[src/rtl/stream_demultiplexer.sv]
// stream_demultiplexer
// Routes one valid/ready input stream to one of in_outputs channels chosen
// per beat by in_sel. Every channel has its own 2-entry FIFO so a stalled
// consumer only blocks beats aimed at it. Beats with an out-of-range select
// are accepted, discarded and counted in a saturating drop counter.
//
// Handshake rule (both sides): a beat transfers on a rising edge where
// valid && ready are both high. The producer holds in_data/in_sel stable
// while in_valid && !in_ready. out_valid[k]/out_data[k] hold stable while
// out_valid[k] && !out_ready[k]. in_ready is a function of rst, in_sel and
// the registered channel counts only. It never looks at out_ready, so there
// is no combinational ready path from any consumer back to the producer.
module stream_demultiplexer #(
  parameter int in_bitwidth = 1,
  parameter int in_outputs  = 16,
  parameter int log2ofout   = ($clog2(in_outputs) > 0) ? $clog2(in_outputs) : 1,
  parameter int cnt_width   = 8
) (
  input  logic                   clk,
  input  logic                   rst,
  input  logic [in_bitwidth-1:0] in_data,
  input  logic [log2ofout-1:0]   in_sel,
  input  logic                   in_valid,
  output logic                   in_ready,
  output logic [in_bitwidth-1:0] out_data [in_outputs-1:0],
  output logic [in_outputs-1:0]  out_valid,
  input  logic [in_outputs-1:0]  out_ready,
  output logic [cnt_width-1:0]   drop_cnt
);

  // Per-channel FIFO state: 2 storage slots, 1-bit pointers, 0..2 count.
  logic [in_bitwidth-1:0] mem_q    [in_outputs-1:0][2];
  logic [in_bitwidth-1:0] mem_d    [in_outputs-1:0][2];
  logic [1:0]             count_q  [in_outputs-1:0];
  logic [1:0]             count_d  [in_outputs-1:0];
  logic [in_outputs-1:0]  wr_ptr_q, wr_ptr_d;
  logic [in_outputs-1:0]  rd_ptr_q, rd_ptr_d;
  logic [cnt_width-1:0]   drop_cnt_q, drop_cnt_d;

  // Decode and handshake terms.
  logic [in_outputs-1:0]  sel_hit;
  logic [in_outputs-1:0]  full;
  logic [in_outputs-1:0]  push;
  logic [in_outputs-1:0]  pop;
  logic                   sel_in_range;
  logic                   target_full;
  logic                   accept;
  logic                   drop;

  // One-hot decode of in_sel; an out-of-range select decodes to all zeros.
  always_comb begin
    sel_hit = '0;
    for (int k = 0; k < in_outputs; k++) begin
      sel_hit[k] = (in_sel == log2ofout'(k));
    end
  end

  // Full flags come straight from the registered counts.
  always_comb begin
    full = '0;
    for (int k = 0; k < in_outputs; k++) begin
      full[k] = (count_q[k] == 2'd2);
    end
  end

  // Input handshake: stall only when the addressed channel is full.
  always_comb begin
    sel_in_range = |sel_hit;
    target_full  = |(sel_hit & full);
    in_ready     = !rst && !target_full;
    accept       = in_valid && in_ready;
    drop         = accept && !sel_in_range;
    push         = accept ? sel_hit : '0;
    pop          = out_valid & out_ready;
  end

  // FIFO next state: write at wr_ptr on push, advance rd_ptr on pop.
  always_comb begin
    mem_d    = mem_q;
    count_d  = count_q;
    wr_ptr_d = wr_ptr_q;
    rd_ptr_d = rd_ptr_q;
    for (int k = 0; k < in_outputs; k++) begin
      if (push[k]) begin
        mem_d[k][wr_ptr_q[k]] = in_data;
        wr_ptr_d[k]           = ~wr_ptr_q[k];
      end
      if (pop[k]) begin
        rd_ptr_d[k] = ~rd_ptr_q[k];
      end
      case ({push[k], pop[k]})
        2'b10:   count_d[k] = count_q[k] + 2'd1;
        2'b01:   count_d[k] = count_q[k] - 2'd1;
        default: count_d[k] = count_q[k];
      endcase
    end
  end

  // Drop counter: count accepted out-of-range beats, hold at all-ones.
  always_comb begin
    drop_cnt_d = drop_cnt_q;
    if (drop && (drop_cnt_q != {cnt_width{1'b1}})) begin
      drop_cnt_d = drop_cnt_q + 1'b1;
    end
  end

  // Control state register; reset empties every channel.
  always_ff @(posedge clk) begin
    if (rst) begin
      for (int k = 0; k < in_outputs; k++) begin
        count_q[k] <= '0;
      end
      wr_ptr_q   <= '0;
      rd_ptr_q   <= '0;
      drop_cnt_q <= '0;
    end else begin
      count_q    <= count_d;
      wr_ptr_q   <= wr_ptr_d;
      rd_ptr_q   <= rd_ptr_d;
      drop_cnt_q <= drop_cnt_d;
    end
  end

  // Payload storage; contents are only visible through a non-zero count.
  always_ff @(posedge clk) begin
    mem_q <= mem_d;
  end

  // Output view: head entry when non-empty, zero otherwise.
  always_comb begin
    for (int k = 0; k < in_outputs; k++) begin
      out_valid[k] = (count_q[k] != 2'd0);
      out_data[k]  = out_valid[k] ? mem_q[k][rd_ptr_q[k]] : '0;
    end
    drop_cnt = drop_cnt_q;
  end

endmodule
[config.mk]
export PLATFORM = sky130hd
export DESIGN_NAME = stream_demultiplexer
export DESIGN_NICKNAME = d
export VERILOG_FILES = /design/src/rtl/stream_demultiplexer.sv
export SDC_FILE = /design/constraint.sdc
export NUM_CORES = 1
export LEC_CHECK = 0
export BUFFER_PORTS_ARGS = -buffer_cell sky130_fd_sc_hd__buf_2
export CAP_MARGIN = 15
export CORE_ASPECT_RATIO = 0.9
export CORE_UTILIZATION = 60
export CTS_CLUSTER_DIAMETER = 60
export DETAILED_ROUTE_END_ITERATION = 7
export MAX_ROUTING_LAYER = met4
export PLACE_DENSITY_LB_ADDON = 0.25
export SLEW_MARGIN = 15
export SYNTH_ARGS = -nofsm -noshare
export SYNTH_HDL_FRONTEND = slang
export SYNTH_SLANG_ARGS = --single-unit
[constraint.sdc]
create_clock -name clk -period 5.81 [get_ports clk]
set_clock_uncertainty 0.2 [all_clocks]
set_input_delay 0.8715 -clock clk [delete_from_list [all_inputs] [get_ports clk]]
set_output_delay 0.8715 -clock clk [all_outputs]
set_load 0.02 [all_outputs]
==> results of run 1 <==
==> state kept, by name, indices dropped and copies added (netlist names) <==
| register | count |
|---|---|
| count_q | 32 |
| mem_q | 32 |
| rd_ptr_q | 16 |
| wr_ptr_q | 16 |
| drop_cnt | 8 |
==> synthesized netlist by cell type, types with 4 or more instances <==
cell type | instances | area, um2
dfxtp_1 | 72 | 1440
nor4bb_1 | 4 | 40.0
or3_1 | 17 | 106
and2_1 | 24 | 150
inv_1 | 33 | 124
ha_1 | 16 | 200
nand2_1 | 7 | 26.3
nand2b_1 | 12 | 75.1
edfxtp_1 | 32 | 961
nor3_1 | 6 | 30.0
nor2b_1 | 12 | 75.1
a21oi_1 | 16 | 80.1
nor2_1 | 99 | 372
nand3_1 | 6 | 30.0
mux2i_1 | 25 | 250
clkbuf_1 | 10 | 37.5
o21ai_0 | 18 | 90.1
xor2_1 | 16 | 140
nor4b_1 | 4 | 35.0
xnor2_1 | 39 | 342
==> metrics by stage <==
step / utilization, % / instances / total power, W / setup WS (ns)
detailed placement: 68.0 / 638 / 0.000879 / 1.83
CTS: 70.5 / 654 / 0.00131 / 2.17
global placement: 68.0 / 638 / 0.000875 / 1.96
floorplan: - / 489 / 0.000847 / 2.37
global route: 70.6 / 655 / 0.00135 / 1.94
finish: 70.6 / 655 / 0.00130 / 2.16
==> power breakdown <==
group / internal, W / switching, W / total [W]
registers: 0.000757 / 0.0000100 / 0.000767
logic: 0.0000367 / 0.0000592 / 0.0000959
clock network: 0.000198 / 0.000236 / 0.000434
total: 0.000992 / 0.000306 / 0.00130
==> logic make-up (layout without fill, tap and decap cells) <==
group                    count (synthesis)  count (layout)  synth area share (%)
AO/OA/AOI/OAI                           41              41                  4.70
other                                    0               1                     0
flip-flops                             104             104                  50.2
XOR/XNOR                                55              55                  10.1
buffers and inverters                   45             114                  3.68
multiplexers                            25              25                  5.22
AND/OR/NAND/NOR                        203             203                  22.0
adder cells (fa/ha/maj)                 16              16                  4.18
==> per-layer routing <==
| metal | track usage, % | vias to the layer above | wire length [um] | share of wire [%] |
|---|---|---|---|---|
| li1 | - | 1759 | - | - |
| met1 | 29.8 | 1648 | 4050 | 44 |
| met2 | 40.2 | 70 | 4450 | 49 |
| met3 | 6.84 | 12 | 487 | 5.3 |
| met4 | 6.65 | 0 | 141 | 1.5 |
| met5 | - | - | 0 | 0 |
==> area by class of cell <==
cell class	instances	share of cell area (%)
antenna	1	0.0465
clock buffer	10	2.37
clock inverter	6	1.14
inverter	33	2.30
multi-input combinational	340	41.1
sequential	104	44.7
tap	96	2.23
timing repair buffer	65	6.10
==> worst min-delay path by stage <==
stage | cells past startpoint | endpoint | slack [ns] | start
after CTS | 1 | drop_cnt[2] | 0.27 | drop_cnt[2]
final | 1 | drop_cnt[4] | 0.27 | drop_cnt[4]
after floorplan | 1 | wr_ptr_q[13] | 0.25 | wr_ptr_q[13]
after global placement | 1 | drop_cnt[6] | 0.25 | drop_cnt[6]
after global routing | 1 | drop_cnt[0] | 0.28 | drop_cnt[0]
after detailed placement | 1 | drop_cnt[5] | 0.25 | drop_cnt[5]
==> results_dict.tcl, run 1 <==
set metrics [dict create \
    routed_via_density 5.33 \
    die_area_um2 8340 \
    syn_area_per_cell_um2 9.79 \
    outcome "finished, final reports clean" \
    cp.required_ns 5.89 \
    cp_cell_sequence "buf_2 -> and4bb_2 -> o31ai_1 -> nand4_2 -> nor4_4 -> nand3_1 -> ha_1 -> or3_1 -> a21oi_1" \
    post_cts_resized 0 \
    r2r-start "count_q[18]" \
    gp_congestion 0.882 \
    path_clk_slew_ns 0.09 \
    cts_max_path_buffers 2 \
    cpPeakStageDelay_ns 0.64 \
    hold_class "reg -> reg" \
    power_density_nw_per_um2 241 \
    syn-num-nets 529 \
    coreArea_um2 7620 \
    antenna_found_initial 1 \
    timing.hold.ws_ns 0.269 \
    wl_per_cell_um 13.9 \
    cts-root-buf "clkbuf_8" \
    rsz0062_at_grt "false" \
    numCtsBuffers 9 \
    cts_htree_levels 3 \
    r2r_cells 8 \
    finalWirelength_um 9130 \
    ys_seq_area_share_pct 50.2 \
    ios 65 \
    clock_latency_ns 0.36 \
    ys_types 35 \
    ir_drop_mv 0.130 \
    final_nets 593 \
    min_period_ns 3.65 \
    crit_buf_inv 1 \
    design_area_um2 5380 \
    grt_pass1_vias 3342 \
    via_count 3489 \
    grt_first_pass_wirelength_um 15100 \
    r2r-end "count_q[5]" \
    final_cell_mix "99 x nor2_1, 72 x dfxtp_1, 64 x buf_2" \
    antenna_left 0 \
    yosys_warnings 0 \
    ctsHoldBuffers 0 \
    cpLargestDelayFamily "simple AND/OR/NAND/NOR gates" \
    overflow 0 \
    fmax_mhz 274 \
    start_kind "primary input" \
    grt_max_degree 73 \
    num_rows 30 \
    fp.dieH_um 86.8 \
    grt_use_total_pct 24.6 \
    syn_inst 489 \
    io_buffers 64 \
    die_w_um 96.2 \
    async_flop_share_pct 0 \
    relSlewSlack_pct 49.2 \
    cp.depth 9 \
    drv_cap 0 \
    start_util_pct 62.9 \
    cp.arrival_ns 3.74 \
    cts_sinks 104 \
    cp-startpoint "in_sel[1]" \
    multi_input_area_um2 2210 \
    tns_ns 0 \
    end_kind "register" \
    synth_edf_count 32 \
    finalHoldViolCount 0 \
    crit_fanout 17 \
    dp_hpwl_um 6570 \
    critPathSlowestCell "nor4_4" \
    placed_area_um2 5180 \
    cts_tree "done" \
    r2r_slack_ns 2.60 \
    tightest_slew_ns 0.763 \
    netlist_area_um2 4790 \
    nFillCells 604 \
    ys.flop_type "dfxtp_1" \
    ys_ff_latch 104 \
    firstDrtPassIters 4 \
    layout_commonest_cell "nor2_1" \
    syn2layout_area_growth_pct 12.3 \
    setup_viol 0 \
    drive_gt1_share_pct 14.7 \
    critPathCapture "count_q[5]" \
    worstSetupPathType "in -> reg" \
    drc 0 \
    seqCellArea_um2 2400 \
    p_leak_nw 2.20 \
    cts_setup_buffers 0 \
    timing.final.crit_share_pct 62.9 \
    drtIter0Drc 167 \
    maxSlewViolCount 0 \
]
Note: power is estimated with default switching activity, not from simulation.
==> run 2, diff against run 1 <==
- CORE_UTILIZATION: 60 -> 57
- clock period: 5.81 -> 3.75 ns (I/O delays scaled with it)
==> results_dict.tcl, run 2 (synthesis results as in run 1) <==
set metrics [dict create \
    ir_drop_mv 0.251 \
    timing.final.crit_share_pct 83.9 \
    path_clk_slew_ns 0.09 \
    end_kind "register" \
    nFillCells 686 \
    cts_setup_buffers 0 \
    dp.cells 644 \
    min_period_ns 3.15 \
    rsz0062_at_grt "false" \
    p_leak_nw 2.22 \
    coreArea_um2 8110 \
    ctsHoldBuffers 0 \
    timing.hold.ws_ns 0.267 \
    grt_use_total_pct 22.6 \
    outcome "finished, final reports clean" \
    finalWirelength_um 8960 \
    via_count 3472 \
    use_met3_pct 5.24 \
    start_util_pct 59.1 \
    final_cell_mix "99 x nor2_1, 72 x dfxtp_1, 64 x buf_2" \
    final_util_pct 66.6 \
    overflow 0 \
    start_kind "primary input" \
    antenna_left 0 \
    cts_htree_levels 3 \
    cts_tree "done" \
    drv_cap 0 \
    fp.dieH_um 89.0 \
    num_rows 31 \
    final_nets 596 \
    wl_per_cell_um 13.6 \
    grtUsageMet1_pct 26.2 \
    io_buffers 64 \
    grt_pass1_vias 3310 \
    drive_gt1_share_pct 15.2 \
    grt-busiest-layer "met2" \
    tns_ns 0 \
    dp_hpwl_um 6460 \
    layout_commonest_cell "nor2_1" \
    drc 0 \
    drtIter0Drc 162 \
    power_density_nw_per_um2 372 \
    antenna_cells 0 \
    routed_via_density 5.26 \
    post_cts_resized 0 \
    ios 65 \
    relSlewSlack_pct 52.0 \
    tightest_slew_ns 0.720 \
    worstSetupPathType "in -> reg" \
    grt_first_pass_wirelength_um 14900 \
    numCtsBuffers 9 \
    maxSlewViolCount 0 \
    cp.required_ns 3.84 \
    cts_max_path_buffers 2 \
    die_area_um2 8770 \
    critPathSlowestCell "ha_1" \
    die_w_um 98.6 \
    met2_usage_pct 39.7 \
    clock_latency_ns 0.36 \
    top_regs "count_q (32), mem_q (32)" \
    gp_congestion 0.894 \
    cts_sinks 104 \
    firstDrtPassIters 4 \
    cp.arrival_ns 3.24 \
    cts-root-buf "clkbuf_8" \
    crit_fanout 17 \
    setup_viol 0 \
    hold_class "reg -> reg" \
    finalNonFillerCells 660 \
    antenna_found_initial 0 \
    fmax_mhz 318 \
    cp_cell_sequence "buf_2 -> and4bb_2 -> o31ai_1 -> nand4_2 -> nor4_4 -> buf_4 -> nand3_1 -> ha_1 -> or3_1 -> a21oi_1" \
    finalHoldViolCount 0 \
    grt_max_degree 73 \
    syn2layout_area_growth_pct 12.7 \
    cpPeakStageDelay_ns 0.38 \
]
run 2: changes by cell type in the layout (fill, tap and decap cells not counted), sizes merged:
cell / before / now
buf: 65 / 68
clkinv: 5 / 4
clkinvlp: 0 / 1
diode: 1 / 0
run 2: worst paths after layout:
check / startpoint / end / slack [ns] / cells past startpoint
worst max-delay path: in_sel[1] / count_q[1] / 0.60 / 10
worst min-delay path: drop_cnt[5] / drop_cnt[5] / 0.27 / 1
worst max register to register: count_q[18] / count_q[1] / 0.72 / 9
worst min register to register: drop_cnt[5] / drop_cnt[5] / 0.27 / 1
run 2: per-layer routing:
layer  part of all wire (%)  up-vias
met5                      0        -
met4                    1.4        0
met3                    3.6       10
met2                     49       68
met1                     46     1624
li1                       -     1770
run 2: through the flow:
stage               power (W)  setup slack, ns  cell area (um2)
finish                0.00201            0.604             5400
global route          0.00209            0.391             5400
CTS                   0.00203            0.648             5400
detailed placement    0.00136            0.282             5210
global placement      0.00136            0.427             5210
floorplan             0.00131            0.618             4790
run 2: area by class of cell:
| class | count | area, um2 | share of cell area (%) |
|---|---|---|---|
| timing repair buffer | 68 | 350 | 6.49 |
| sequential | 104 | 2400 | 44.5 |
| tap | 99 | 124 | 2.29 |
| clock inverter | 6 | 60.1 | 1.11 |
| multi-input combinational | 340 | 2210 | 41.0 |
| inverter | 33 | 124 | 2.29 |
| clock buffer | 10 | 128 | 2.36 |
run 2: power by group:
| part | switching (W) | internal, W | leakage (nW) |
|---|---|---|---|
| registers | 0.0000159 | 0.00117 | 0.869 |
| clock network | 0.000368 | 0.000306 | 0.0937 |
| logic | 0.0000901 | 0.0000578 | 1.25 |
| total | 0.000474 | 0.00154 | 2.22 |
run 2: critical path, delay by kind of cell:
family | cells | cell delay (ns)
and+or+nand+nor | 5 | 1.36
AOI/OAI and AO/OA | 2 | 0.44
buffers and inverters | 2 | 0.48
adders and majority gates | 1 | 0.38
==> run 3, diff against run 2 <==
- clock period: 3.75 -> 3.2 ns (I/O delays scaled with it)
==> results_dict.tcl, run 3 (synthesis results as in run 1) <==
set metrics [dict create \
    outcome "finished, final reports clean" \
    post_cts_resized 0 \
    min_period_ns 2.91 \
    whs_path_depth 1 \
    critPathSlowestCell "nor3_1" \
    r2r_slack_ns 0.29 \
    p_comb_share_pct 7.3 \
    via_count 3542 \
    hold_path_end "drop_cnt[6]" \
    crit_fanout 5 \
    top_regs "count_q (32), mem_q (32)" \
    dp.cells 656 \
    seqCellArea_um2 2400 \
    routed_via_density 5.27 \
    pwr-share-clk_pct 35.8 \
    seqPwrFrac_pct 56.9 \
    cpLargestDelayFamily "simple AND/OR/NAND/NOR gates" \
    maxSlewViolCount 0 \
    rsz0062_at_grt "false" \
    ctsHoldBuffers 0 \
    fmax_mhz 343 \
    cts_htree_levels 3 \
    layout_commonest_cell "nor2_1" \
    power_density_nw_per_um2 444 \
    cp.arrival_ns 3.01 \
    overflow 0 \
    finalNonFillerCells 672 \
    die_w_um 98.6 \
    cp_cell_sequence "and4bb_2 -> o31ai_1 -> nand4_2 -> buf_4 -> nor3_1 -> inv_1 -> ha_1 -> or3_1 -> a21oi_1" \
    coreArea_um2 8110 \
    antenna_found_initial 0 \
    min_from "drop_cnt[6]" \
    p_leak_nw 2.28 \
    r2r_cells 9 \
    firstDrtPassIters 4 \
    antenna_cells 0 \
    clock_latency_ns 0.37 \
    fp.dieH_um 89.0 \
    ios 65 \
    netSwitchingPower_w 0.000561 \
    drc 0 \
    die_area_um2 8770 \
    syn2layout_area_growth_pct 15.1 \
    cp.required_ns 3.30 \
    ir_drop_mv 0.330 \
    cts_sinks 104 \
    crit_buf_inv 2 \
    cts_setup_buffers 0 \
    path_clk_slew_ns 0.09 \
    final_cell_mix "99 x nor2_1, 72 x dfxtp_1, 64 x buf_2" \
    p_total_w 0.00245 \
    relSlewSlack_pct 51.8 \
    gp_congestion 0.905 \
    numCtsBuffers 9 \
    nFillCells 685 \
    setup_viol 0 \
    tightest_slew_ns 0.722 \
    r2r-end "count_q[23]" \
    cts_tree "done" \
    drv_cap 0 \
    end_kind "register" \
    final_nets 608 \
    antenna_left 0 \
    timing.final.crit_share_pct 91.0 \
    switching_share_pct 22.9 \
    cts_max_path_buffers 2 \
    hold_class "reg -> reg" \
    power.internal_w 0.00189 \
    dp_hpwl_um 6720 \
    grt_max_degree 73 \
    drtIter0Drc 118 \
    grt_pass1_vias 3390 \
    worstSetupPathType "reg -> reg" \
    final_util_pct 68.0 \
    grt_first_pass_wirelength_um 15100 \
    start_kind "register" \
    wl_per_cell_um 13.7 \
    start_util_pct 59.1 \
    finalWirelength_um 9240 \
    grt_use_total_pct 23.0 \
    multi_input_area_um2 2210 \
    io_buffers 64 \
    cpPeakStageDelay_ns 0.42 \
    cts-root-buf "clkbuf_8" \
    num_rows 31 \
    drive_gt1_share_pct 16.9 \
    finalHoldViolCount 0 \
    r2r-start "count_q[18]" \
]
run 3: cell count changes in the layout (fill, tap and decap cells not counted), sizes merged:
cell and delta:
clkbuf +1, bufinv +1, clkinv -2, buf +12
run 3: worst register-to-register path, delay by kind of cell (launching register included):
kind	cells	cell delay [ns]
AND/OR/NAND/NOR	4	1.19
flip-flops	1	0.41
AO/OA/AOI/OAI	2	0.40
adder cells (fa/ha/maj)	1	0.34
buffers and inverters	2	0.33
run 3: power groups by stage:
stage	Sequential [W]	Clock [W]	Combinational, W
final	0.00139	0.000877	0.000179
after global placement	0.00142	0	0.000173
after CTS	0.00139	0.000897	0.000180
after floorplan	0.00142	0	0.000119
after detailed placement	0.00142	0	0.000179
after global routing	0.00140	0.000944	0.000199
run 3: worst max-delay path by stage:
stage,cells after the start,to,startpoint,slack [ns]
2_1_floorplan,9,count_q[3],in_sel[2],0.15
3_5_place_dp,10,count_q[23],in_sel[1],-0.02
5_1_grt,9,count_q[23],count_q[18],0.14
3_3_place_gp,10,count_q[23],in_sel[1],-0.001
4_1_cts,9,count_q[23],count_q[14],0.28
6_report,9,count_q[23],count_q[18],0.29
run 3: final cells by class:
| class | count | area share (%) |
|---|---|---|
| clock buffer | 11 | 2.38 |
| clock inverter | 5 | 1.47 |
| inverter | 33 | 2.25 |
| multi-input combinational | 340 | 40.1 |
| sequential | 104 | 43.6 |
| tap | 99 | 2.25 |
| timing repair buffer | 80 | 7.99 |
run 3: through the flow:
| stage | instance area [um2] | TNS (ns) | hold WS [ns] | worst slack (ns) |
|---|---|---|---|---|
| final | 5510 | 0 | 0.267 | 0.287 |
| after global placement | 5300 | -0.00128 | 0.248 | -0.00128 |
| after CTS | 5510 | 0 | 0.271 | 0.277 |
| after floorplan | 4790 | 0 | 0.246 | 0.151 |
| after global routing | 5510 | 0 | 0.281 | 0.144 |
| after detailed placement | 5300 | -0.0158 | 0.250 | -0.0158 |
run 3: per-layer routing:
metal | up-vias | global-route usage [%] | routed length (um)
met5 | - | - | 0
met4 | 0 | 8.41 | 182
met3 | 16 | 5.86 | 345
met2 | 69 | 39.5 | 4480
met1 | 1674 | 26.5 | 4230
li1 | 1783 | - | -
